File: src/rtl/text_console_pkg.sv
// Shared constants, control codes and sequencer states
// for the text console controller.
package text_console_pkg;

  localparam logic [7:0] OFF_CTRL = 8'd0;
  localparam logic [7:0] OFF_CX   = 8'd1;
  localparam logic [7:0] OFF_CY   = 8'd2;
  localparam logic [7:0] OFF_ATTR = 8'd3;
  localparam logic [7:0] OFF_CHAR = 8'd4;
  localparam logic [7:0] OFF_PHI  = 8'd6;
  localparam logic [7:0] OFF_PLO  = 8'd7;
  localparam logic [7:0] OFF_DATA = 8'd8;

  localparam logic [7:0] CC_BS    = 8'h08;
  localparam logic [7:0] CC_TAB   = 8'h09;
  localparam logic [7:0] CC_LF    = 8'h0A;
  localparam logic [7:0] CC_FF    = 8'h0C;
  localparam logic [7:0] CC_CR    = 8'h0D;
  localparam logic [7:0] CC_ESC   = 8'h1B;
  localparam logic [7:0] CMD_CLR  = 8'h01;
  localparam logic [7:0] CH_SPACE = 8'h20;

  typedef enum logic [4:0] {
    S_INIT_ATTR,
    S_INIT_CLR,
    S_IDLE,
    S_DECODE,
    S_WR_X,
    S_WR_Y,
    S_WR_CH,
    S_FF,
    S_ESC_WAIT,
    S_ESC_WR,
    S_SR_HI,
    S_SR_LO,
    S_SR_RD,
    S_SW_HI,
    S_SW_LO,
    S_SW_WR,
    S_BL_HI,
    S_BL_LO,
    S_BL_WR
  } state_t;

  function automatic logic is_print(
    input logic [7:0] b
  );
    return (b >= 8'h20) && (b <= 8'h7E);
  endfunction

endpackage

File: src/rtl/text_console_if.sv
// Stream input and Wishbone master bundle
// of the text console controller.
interface text_console_if;
  logic [7:0] in_data;
  logic       in_valid;
  logic       in_ready;
  logic [7:0] wb_adr_o;
  logic [7:0] wb_dat_o;
  logic [7:0] wb_dat_i;
  logic       wb_cyc_o;
  logic       wb_stb_o;
  logic       wb_we_o;
  logic       wb_ack_i;

  modport master (
    input  in_data, in_valid,
    input  wb_dat_i, wb_ack_i,
    output in_ready,
    output wb_adr_o, wb_dat_o,
    output wb_cyc_o, wb_stb_o, wb_we_o
  );

  modport slave (
    output in_data, in_valid,
    output wb_dat_i, wb_ack_i,
    input  in_ready,
    input  wb_adr_o, wb_dat_o,
    input  wb_cyc_o, wb_stb_o, wb_we_o
  );
endinterface

File: src/rtl/text_console_ctrl_wb_byte_master.sv
// Single-transaction Wishbone byte master; a new
// request is only taken while cyc is low.
module wb_byte_master (
  input  logic       clk,
  input  logic       rst_n,
  input  logic       req,
  input  logic       we,
  input  logic [7:0] adr,
  input  logic [7:0] dat,
  output logic       done,
  output logic [7:0] rdata,
  output logic [7:0] wb_adr_o,
  output logic [7:0] wb_dat_o,
  output logic       wb_cyc_o,
  output logic       wb_stb_o,
  output logic       wb_we_o,
  input  logic [7:0] wb_dat_i,
  input  logic       wb_ack_i
);

  // cyc drops on the edge after ack, so the next
  // request sees one idle cycle before it starts.
  always_ff @(posedge clk or negedge rst_n) begin
    if (!rst_n) begin
      wb_adr_o <= '0;
      wb_dat_o <= '0;
      wb_we_o  <= 1'b0;
      wb_cyc_o <= 1'b0;
      rdata    <= '0;
    end else if (wb_cyc_o) begin
      if (wb_ack_i) begin
        wb_cyc_o <= 1'b0;
        if (!wb_we_o) rdata <= wb_dat_i;
      end
    end else if (req) begin
      wb_adr_o <= adr;
      wb_dat_o <= dat;
      wb_we_o  <= we;
      wb_cyc_o <= 1'b1;
    end
  end

  assign wb_stb_o = wb_cyc_o;
  assign done     = wb_cyc_o & wb_ack_i;

endmodule

File: src/rtl/text_console_ctrl.sv
// Terminal sequencer: byte stream in, char-RAM
// Wishbone writes out, with cursor and scroll.
module text_console_ctrl
  import text_console_pkg::*;
#(
  parameter int         COLS      = 80,
  parameter int         ROWS      = 30,
  parameter logic [7:0] BASE_ADDR = 8'h20,
  parameter logic [7:0] INIT_ATTR = 8'h07,
  parameter int         TAB_W     = 8
) (
  input  logic          clk,
  input  logic          rst_n,
  text_console_if.master bus,
  output logic          busy,
  output logic [6:0]    cur_col,
  output logic [4:0]    cur_row
);

  localparam logic [6:0]  COL_LAST = 7'(COLS - 1);
  localparam logic [4:0]  ROW_LAST = 5'(ROWS - 1);
  localparam logic [11:0] SCR_LAST = 12'(COLS * (ROWS - 1) - 1);
  localparam logic [11:0] BL_BASE  = 12'(COLS * (ROWS - 1));
  localparam logic [11:0] BL_LAST  = 12'(COLS - 1);
  localparam logic [7:0]  TAB_MSK  = 8'(TAB_W - 1);

  state_t      state, nstate;
  logic [7:0]  byte_q;
  logic [11:0] idx;
  logic [11:0] src;
  logic [7:0]  tab_nx;
  logic [6:0]  tab_col;
  logic        bottom;
  logic        accept;
  logic        in_rdy;
  logic        req, we, done;
  logic [7:0]  off, dat, rdata;

  assign src     = idx + 12'(COLS);
  assign tab_nx  = ({1'b0, cur_col} | TAB_MSK) + 8'd1;
  assign tab_col = (tab_nx > {1'b0, COL_LAST}) ?
                   COL_LAST : tab_nx[6:0];
  assign bottom  = (cur_row == ROW_LAST);
  assign accept  = bus.in_valid & in_rdy;
  assign bus.in_ready = in_rdy;
  assign busy    = (state != S_IDLE);

  always_ff @(posedge clk or negedge rst_n) begin
    if (!rst_n) state <= S_INIT_ATTR;
    else        state <= nstate;
  end

  always_comb begin
    nstate = state;
    unique case (state)
      S_INIT_ATTR: if (done) nstate = S_INIT_CLR;
      S_INIT_CLR:  if (done) nstate = S_IDLE;
      S_IDLE:      if (accept) nstate = S_DECODE;
      S_DECODE: begin
        unique case (1'b1)
          is_print(byte_q): nstate = S_WR_X;
          byte_q == CC_LF:
            nstate = bottom ? S_SR_HI : S_IDLE;
          byte_q == CC_FF:  nstate = S_FF;
          byte_q == CC_ESC: nstate = S_ESC_WAIT;
          default:          nstate = S_IDLE;
        endcase
      end
      S_WR_X: if (done) nstate = S_WR_Y;
      S_WR_Y: if (done) nstate = S_WR_CH;
      S_WR_CH:
        if (done)
          nstate = (cur_col == COL_LAST && bottom) ?
                   S_SR_HI : S_IDLE;
      S_FF:       if (done) nstate = S_IDLE;
      S_ESC_WAIT: if (accept) nstate = S_ESC_WR;
      S_ESC_WR:   if (done) nstate = S_IDLE;
      S_SR_HI:    if (done) nstate = S_SR_LO;
      S_SR_LO:    if (done) nstate = S_SR_RD;
      S_SR_RD:    if (done) nstate = S_SW_HI;
      S_SW_HI:    if (done) nstate = S_SW_LO;
      S_SW_LO:    if (done) nstate = S_SW_WR;
      S_SW_WR:
        if (done)
          nstate = (idx == SCR_LAST) ? S_BL_HI : S_SR_HI;
      S_BL_HI:    if (done) nstate = S_BL_LO;
      S_BL_LO:    if (done) nstate = S_BL_WR;
      S_BL_WR:
        if (done)
          nstate = (idx == BL_LAST) ? S_IDLE : S_BL_WR;
      default:    nstate = S_INIT_ATTR;
    endcase
  end

  always_comb begin
    req    = 1'b0;
    we     = 1'b1;
    off    = OFF_CTRL;
    dat    = 8'h00;
    in_rdy = 1'b0;
    unique case (state)
      S_INIT_ATTR: begin
        req = 1'b1; off = OFF_ATTR; dat = INIT_ATTR;
      end
      S_INIT_CLR, S_FF: begin
        req = 1'b1; off = OFF_CTRL; dat = CMD_CLR;
      end
      S_IDLE, S_ESC_WAIT: in_rdy = 1'b1;
      S_WR_X: begin
        req = 1'b1; off = OFF_CX; dat = {1'b0, cur_col};
      end
      S_WR_Y: begin
        req = 1'b1; off = OFF_CY; dat = {3'b0, cur_row};
      end
      S_WR_CH: begin
        req = 1'b1; off = OFF_CHAR; dat = byte_q;
      end
      S_ESC_WR: begin
        req = 1'b1; off = OFF_ATTR; dat = byte_q;
      end
      S_SR_HI: begin
        req = 1'b1; off = OFF_PHI; dat = {4'h0, src[11:8]};
      end
      S_SR_LO: begin
        req = 1'b1; off = OFF_PLO; dat = src[7:0];
      end
      S_SR_RD: begin
        req = 1'b1; we = 1'b0; off = OFF_DATA;
      end
      S_SW_HI: begin
        req = 1'b1; off = OFF_PHI; dat = {4'h0, idx[11:8]};
      end
      S_SW_LO: begin
        req = 1'b1; off = OFF_PLO; dat = idx[7:0];
      end
      S_SW_WR: begin
        req = 1'b1; off = OFF_DATA; dat = rdata;
      end
      S_BL_HI: begin
        req = 1'b1; off = OFF_PHI;
        dat = {4'h0, BL_BASE[11:8]};
      end
      S_BL_LO: begin
        req = 1'b1; off = OFF_PLO; dat = BL_BASE[7:0];
      end
      S_BL_WR: begin
        req = 1'b1; off = OFF_DATA; dat = CH_SPACE;
      end
      default: ;
    endcase
  end

  always_ff @(posedge clk or negedge rst_n) begin
    if (!rst_n) begin
      byte_q  <= '0;
      idx     <= '0;
      cur_col <= '0;
      cur_row <= '0;
    end else begin
      if (accept) byte_q <= bus.in_data;
      unique case (state)
        S_INIT_CLR, S_FF:
          if (done) begin
            cur_col <= '0;
            cur_row <= '0;
          end
        S_DECODE: begin
          idx <= '0;
          unique case (1'b1)
            byte_q == CC_CR:  cur_col <= '0;
            byte_q == CC_LF:
              if (!bottom) cur_row <= cur_row + 5'd1;
            byte_q == CC_BS:
              if (cur_col != 7'd0) cur_col <= cur_col - 7'd1;
            byte_q == CC_TAB: cur_col <= tab_col;
            default: ;
          endcase
        end
        S_WR_CH:
          if (done) begin
            if (cur_col == COL_LAST) begin
              cur_col <= '0;
              if (!bottom) cur_row <= cur_row + 5'd1;
            end else begin
              cur_col <= cur_col + 7'd1;
            end
          end
        S_SW_WR:
          if (done) idx <= (idx == SCR_LAST) ? '0 : idx + 12'd1;
        S_BL_WR:
          if (done) idx <= idx + 12'd1;
        default: ;
      endcase
    end
  end

  wb_byte_master u_wb (
    .clk      (clk),
    .rst_n    (rst_n),
    .req      (req),
    .we       (we),
    .adr      (BASE_ADDR + off),
    .dat      (dat),
    .done     (done),
    .rdata    (rdata),
    .wb_adr_o (bus.wb_adr_o),
    .wb_dat_o (bus.wb_dat_o),
    .wb_cyc_o (bus.wb_cyc_o),
    .wb_stb_o (bus.wb_stb_o),
    .wb_we_o  (bus.wb_we_o),
    .wb_dat_i (bus.wb_dat_i),
    .wb_ack_i (bus.wb_ack_i)
  );

endmodule

File: src/flat_wrapper.sv
// flat-port wrapper written by rule: the top's interface ports become plain ports
module text_console_ctrl_flat import text_console_pkg::*;
#(
  parameter int         COLS      = 80,
  parameter int         ROWS      = 30,
  parameter logic [7:0] BASE_ADDR = 8'h20,
  parameter logic [7:0] INIT_ATTR = 8'h07,
  parameter int         TAB_W     = 8
)
  (clk, rst_n, busy, cur_col, cur_row, bus_in_data, bus_in_valid, bus_wb_dat_i, bus_wb_ack_i, bus_in_ready, bus_wb_adr_o, bus_wb_dat_o, bus_wb_cyc_o, bus_wb_stb_o, bus_wb_we_o);
  text_console_if bus_i ();
  input  logic clk;
  input  logic rst_n;
  output logic busy;
  output logic [6:0] cur_col;
  output logic [4:0] cur_row;
  input wire logic [$bits(bus_i.in_data)-1:0] bus_in_data;
  input wire logic [$bits(bus_i.in_valid)-1:0] bus_in_valid;
  input wire logic [$bits(bus_i.wb_dat_i)-1:0] bus_wb_dat_i;
  input wire logic [$bits(bus_i.wb_ack_i)-1:0] bus_wb_ack_i;
  output wire logic [$bits(bus_i.in_ready)-1:0] bus_in_ready;
  output wire logic [$bits(bus_i.wb_adr_o)-1:0] bus_wb_adr_o;
  output wire logic [$bits(bus_i.wb_dat_o)-1:0] bus_wb_dat_o;
  output wire logic [$bits(bus_i.wb_cyc_o)-1:0] bus_wb_cyc_o;
  output wire logic [$bits(bus_i.wb_stb_o)-1:0] bus_wb_stb_o;
  output wire logic [$bits(bus_i.wb_we_o)-1:0] bus_wb_we_o;
  assign bus_i.in_data = bus_in_data;
  assign bus_i.in_valid = bus_in_valid;
  assign bus_i.wb_dat_i = bus_wb_dat_i;
  assign bus_i.wb_ack_i = bus_wb_ack_i;
  assign bus_in_ready = bus_i.in_ready;
  assign bus_wb_adr_o = bus_i.wb_adr_o;
  assign bus_wb_dat_o = bus_i.wb_dat_o;
  assign bus_wb_cyc_o = bus_i.wb_cyc_o;
  assign bus_wb_stb_o = bus_i.wb_stb_o;
  assign bus_wb_we_o = bus_i.wb_we_o;
  text_console_ctrl #(.COLS(COLS), .ROWS(ROWS), .BASE_ADDR(BASE_ADDR), .INIT_ATTR(INIT_ATTR), .TAB_W(TAB_W)) u_core (.clk(clk), .rst_n(rst_n), .bus(bus_i), .busy(busy), .cur_col(cur_col), .cur_row(cur_row));
endmodule
File: config.mk
export PLATFORM = sky130hd
export DESIGN_NAME = text_console_ctrl_flat
export DESIGN_NICKNAME = d
export VERILOG_FILES = /design/src/rtl/text_console_pkg.sv /design/src/rtl/text_console_if.sv /design/src/rtl/text_console_ctrl_wb_byte_master.sv /design/src/rtl/text_console_ctrl.sv /design/src/flat_wrapper.sv
export SDC_FILE = /design/constraint.sdc
export NUM_CORES = 1
export LEC_CHECK = 0
export CORE_UTILIZATION = 56
export DETAILED_ROUTE_END_ITERATION = 7
export GPL_TIMING_DRIVEN = 0
export PLACE_DENSITY = 0.8
export SLEW_MARGIN = 20
export SYNTH_ARGS = -nofsm -noshare
export SYNTH_HDL_FRONTEND = slang
export SYNTH_SLANG_ARGS = --single-unit
File: constraint.sdc
create_clock -name clk -period 2.2 [get_ports clk]
set_input_delay 0.33 -clock clk [delete_from_list [all_inputs] [get_ports clk]]
set_output_delay 0.33 -clock clk [all_outputs]
set_load 0.02 [all_outputs]
==> results.md <==
STA:
- Between clock sinks in the finished design, the worst skew comes to 6.77 ps.
- The smallest clock period supported by the final layout is computed as 2150 ps.
- The final critical-path setup slack is 48.2 ps.
- Setup violations remaining at the end of the flow were counted as 0.
- Setup repair after global routing could not meet its margin everywhere.
- Adding up every negative setup slack in the final design gives 0 ps.
- The count of endpoints failing hold in the final timing report is 0.
- The slew at the pin with the worst max-slew slack is 532 ps.
- The relative slew slack is 64.4%.
- The max-slew violation count came to 0.
- Derived from the worst setup path, the maximum achievable clock frequency is 0.465 GHz.
- The final clock period utilization by the worst path is 97.8%.

Drt:
- The final wirelength is 13,400 µm.
- After detailed routing, the met2 layer carries 6340 µm of wire.
- The detailed router placed 4,428 vias in this run.
- The length of the first detailed-routing pass in iterations is 5.
- The uppermost metal layer occupied by signal nets is met4.
- Using the TritonRoute via totals, the vias-per-cell ratio works out to 6.54.
- The per-cell routed wire length is 19.9 µm.
- For this block, wires on met1 add up to 5540 µm.
- The length of routed met3 wiring is 1130 µm.
- The first routing iteration left 452 violations.
- The residual antenna-violating net count after detailed routing is 0.
- The post-detailed-route DRC marker count is 0.

Worst setup path:
- For the worst setup path, the data arrival time is 2420 ps.
- Along the worst path, the maximum fanout reaches 7.
- The worst setup path is captured at a flop.
- The type of element launching the critical path is a flop.
- The worst setup path is of the reg -> reg kind.
- The required time at the worst-slack endpoint is 2470 ps.

Synth:
- The most used flip-flop cell after synthesis is sky130_fd_sc_hd__dfrtp_1.
- The mean instance size in the synthesized netlist is 8.44 µm².
- The distinct cell type count after synthesis is 78.
- sky130_fd_sc_hd__dfrtp_1 is the most common cell in the netlist.
- By area the synthesized netlist is led by sky130_fd_sc_hd__dfrtp_1 35%, sky130_fd_sc_hd__o21ai_0 6.1%, sky130_fd_sc_hd__mux2_2 4.8%, sky130_fd_sc_hd__nor2_1 4.7%, sky130_fd_sc_hd__nand2_1 4.3%.
- Of all cell types, the one taking the most synthesized area is sky130_fd_sc_hd__dfrtp_1.
- Counting flops with an async set or reset pin after synthesis yields a share of 100%.
- Counting flops and latches in the post-synthesis netlist gives 60.
- The number of enable flip-flop cells after synthesis is 0.
- For this run, the number of Yosys warnings is 0.
- The share of synthesized area in the top cell type comes to 35.4%.
- After technology mapping, the gate count stands at 503.
- The area of the mapped netlist is 4240 µm².
- Summing the sequential cell areas from Yosys gives 35.4% of the chip area.
- After synthesis, the most frequently instantiated cells are 60 x sky130_fd_sc_hd__dfrtp_1, 53 x sky130_fd_sc_hd__nor2_1, 52 x sky130_fd_sc_hd__o21ai_0, 49 x sky130_fd_sc_hd__nand2_1, 33 x sky130_fd_sc_hd__a21oi_1.

Clocking:
- The largest buffer count on any clock path is 2.
- The H-tree was split into 3 levels.
- The clock insertion delay at the later pin of the skew report is 350 ps.
- The cell at the root of the clock tree is sky130_fd_sc_hd__clkbuf_8.
- The number of clock sinks is 60.
- The clock buffer count from CTS is 9.
- TritonCTS built the clock tree.
- Clock-pin slew was measured on the worst setup and hold paths at 80 ps.

Die:
- Pin placement for this block handled 53 I/O pins.
- The number of rows in the core area is 31.
- Once the floorplan was initialized, standard cells occupied 58.2% of the core.
- The die covers 7930 µm².
- The die is 89.0 µm wide.
- In this run the standard cell core region covers 7290 µm².
- The die height is 89.0 µm.

Global routing:
- The first global-routing pass estimated 20,900 µm of wire.
- The via count of the first global-routing pass was 4,054.
- The total routing resource utilization after global routing is 35.4%.
- Entering global routing, the biggest net connects 38 pins.
- For this run the aggregate overflow at the end of global routing stands at 0.
- The number of antenna violations at the first check in global routing is 0.

Flow run:
- The reported max-cap violation count is 0.

Finish:
- The net count of the finished layout is 604.
- The area growth from synthesis to layout is 24.7%.
- The fraction of layout cells with a size suffix above 1 is 18.3%.
- The area used by multi-input combinational logic is 2650 µm².
- The final non-filler cell area is 5290 µm².
- The number of antenna cells inserted is 0.
- The total of fill cells in the finished design is 588.
- In the final layout, flip-flops and latches occupy 1510 µm².

Run status:
- The flow ran to the end, and the final reports show no timing, DRC or antenna violations.

Placed design:
- In this run the tool buffered the top-level ports with 49 buffer cells.
- The cell area after placement is 4890 µm².
- The half-perimeter wire length of the detailed placement result is 9500 µm.
- The weighted congestion at the end of routability-driven global placement is 0.923.
- The post-place setup slack is -204 ps.

Worst hold path:
- The worst hold-check path type is in -> async.

Power:
- The ratio of total power to cell area is 1090 nW/µm².
- After layout, the design draws a total of 0.00579 W.
- The maximum vdd drop is 651 µV.
- The leakage power total is 2.17 nW.
[worst max-delay path, cell delays in order, from the launching register on]
cell	delay, ps
sky130_fd_sc_hd__dfrtp_1	490
sky130_fd_sc_hd__or4b_1	570
sky130_fd_sc_hd__or4_1	530
sky130_fd_sc_hd__o21ba_4	280
sky130_fd_sc_hd__nor3_1	50
sky130_fd_sc_hd__a21oi_1	150
[layout make-up]
type | instances | share of cell area, %
Inverter | 14 | 0.993
Buffer | 30 | 3.50
Clock buffer | 10 | 2.41
Clock inverter | 6 | 1.23
Tap cell | 99 | 2.34
Multi-Input combinational cell | 399 | 50.1
Timing Repair Buffer | 59 | 10.9
Sequential cell | 60 | 28.5
[layout by cell type (no fill, tap or decap), types with 6 or more instances in the layout]
| cell | count |
|---|---|
| sky130_fd_sc_hd__dfrtp_1 | 56 |
| sky130_fd_sc_hd__o21ai_0 | 52 |
| sky130_fd_sc_hd__nor2_1 | 50 |
| sky130_fd_sc_hd__nand2_1 | 49 |
| sky130_fd_sc_hd__clkdlybuf4s50_1 | 47 |
| sky130_fd_sc_hd__a21oi_1 | 32 |
| sky130_fd_sc_hd__mux2_2 | 18 |
| sky130_fd_sc_hd__buf_4 | 17 |
| sky130_fd_sc_hd__inv_1 | 14 |
| sky130_fd_sc_hd__nor3_1 | 14 |
| sky130_fd_sc_hd__nand2b_1 | 11 |
| sky130_fd_sc_hd__ha_1 | 11 |
| sky130_fd_sc_hd__nor2b_1 | 10 |
| sky130_fd_sc_hd__nand3_1 | 10 |
| sky130_fd_sc_hd__clkbuf_1 | 9 |
| sky130_fd_sc_hd__clkbuf_8 | 9 |
| sky130_fd_sc_hd__a21o_1 | 8 |
| sky130_fd_sc_hd__and3_1 | 8 |
| sky130_fd_sc_hd__nand4_1 | 6 |
[power by group]
group	total, W	leakage, nW	internal (W)	switching [W]
Sequential	0.00183	0.769	0.00141	0.000414
Combinational	0.00295	1.30	0.00123	0.00172
Clock	0.00101	0.0962	0.000523	0.000490
[through the flow]
stage          instances  util (%)  hold WS (ps)
2_1_floorplan        505         -          34.4
3_3_place_gp         653      66.8           449
3_5_place_dp         654      67.0           264
4_1_cts              671      70.6           433
5_1_grt              677      72.6           459
6_report             677      72.6           426
[logic make-up (layout without fill, tap and decap cells)]
logic type,count (synthesis),in the layout,share of synthesized area (%)
AOI/OAI and AO/OA,150,150,23.1
xor gates and xnor gates,6,6,1.24
adders and majority gates,11,11,3.24
buffers and inverters,46,119,5.22
DFF,60,60,35.4
muxes,23,23,5.96
other,1,3,0.0884
and+or+nand+nor,206,206,25.8
[per-layer routing]
metal / track usage (%) / vias up
li1: - / 1978
met1: 46.9 / 2109
met2: 58.1 / 287
met4: 13.0 / 0
met5: 0 / -
met3: 6.56 / 54
[path summary, 6_finish.rpt]
path,slack (ps),to,depth (start not counted),from
worst max-delay path,50,u_core.cur_col[0]$_DFFE_PN0P_,5,u_core.byte_q[2]$_DFFE_PN0P_
worst min-delay path,430,u_core.cur_col[5]$_DFFE_PN0P_,2,rst_n
worst max register to register,50,u_core.cur_col[0]$_DFFE_PN0P_,5,u_core.byte_q[2]$_DFFE_PN0P_
worst min register to register,480,u_core.u_wb.wb_adr_o[5]$_DFFE_PN0P_,1,u_core.u_wb.wb_adr_o[5]$_DFFE_PN0P_
max in group asynchronous,1250,u_core.idx[9]$_DFFE_PN0P_,3,rst_n
min in group clk,480,u_core.u_wb.wb_adr_o[5]$_DFFE_PN0P_,1,u_core.u_wb.wb_adr_o[5]$_DFFE_PN0P_
[state kept, by name, indices dropped and copies added, names as in the netlist]
name / flops
u_core.u_wb.rdata: 8
u_core.u_wb.wb_adr_o: 5
u_core.byte_q: 8
u_core.state: 5
u_core.u_wb.wb_cyc_o: 1
u_core.u_wb.wb_we_o: 1
u_core.cur_col: 7
u_core.idx: 12
u_core.cur_row: 5
u_core.u_wb.wb_dat_o: 8
[repair_timing]
item / 4_1_cts / 5_1_grt
pin swaps: 0 / 11
resized for setup: 17 / 32
endpoints found under the hold margin: 23 / 0
setup buffers: 0 / 8
setup endpoints to repair: 28 / 38
hold buffers: 1 / 0
Power figures use the tool's default switching activity.
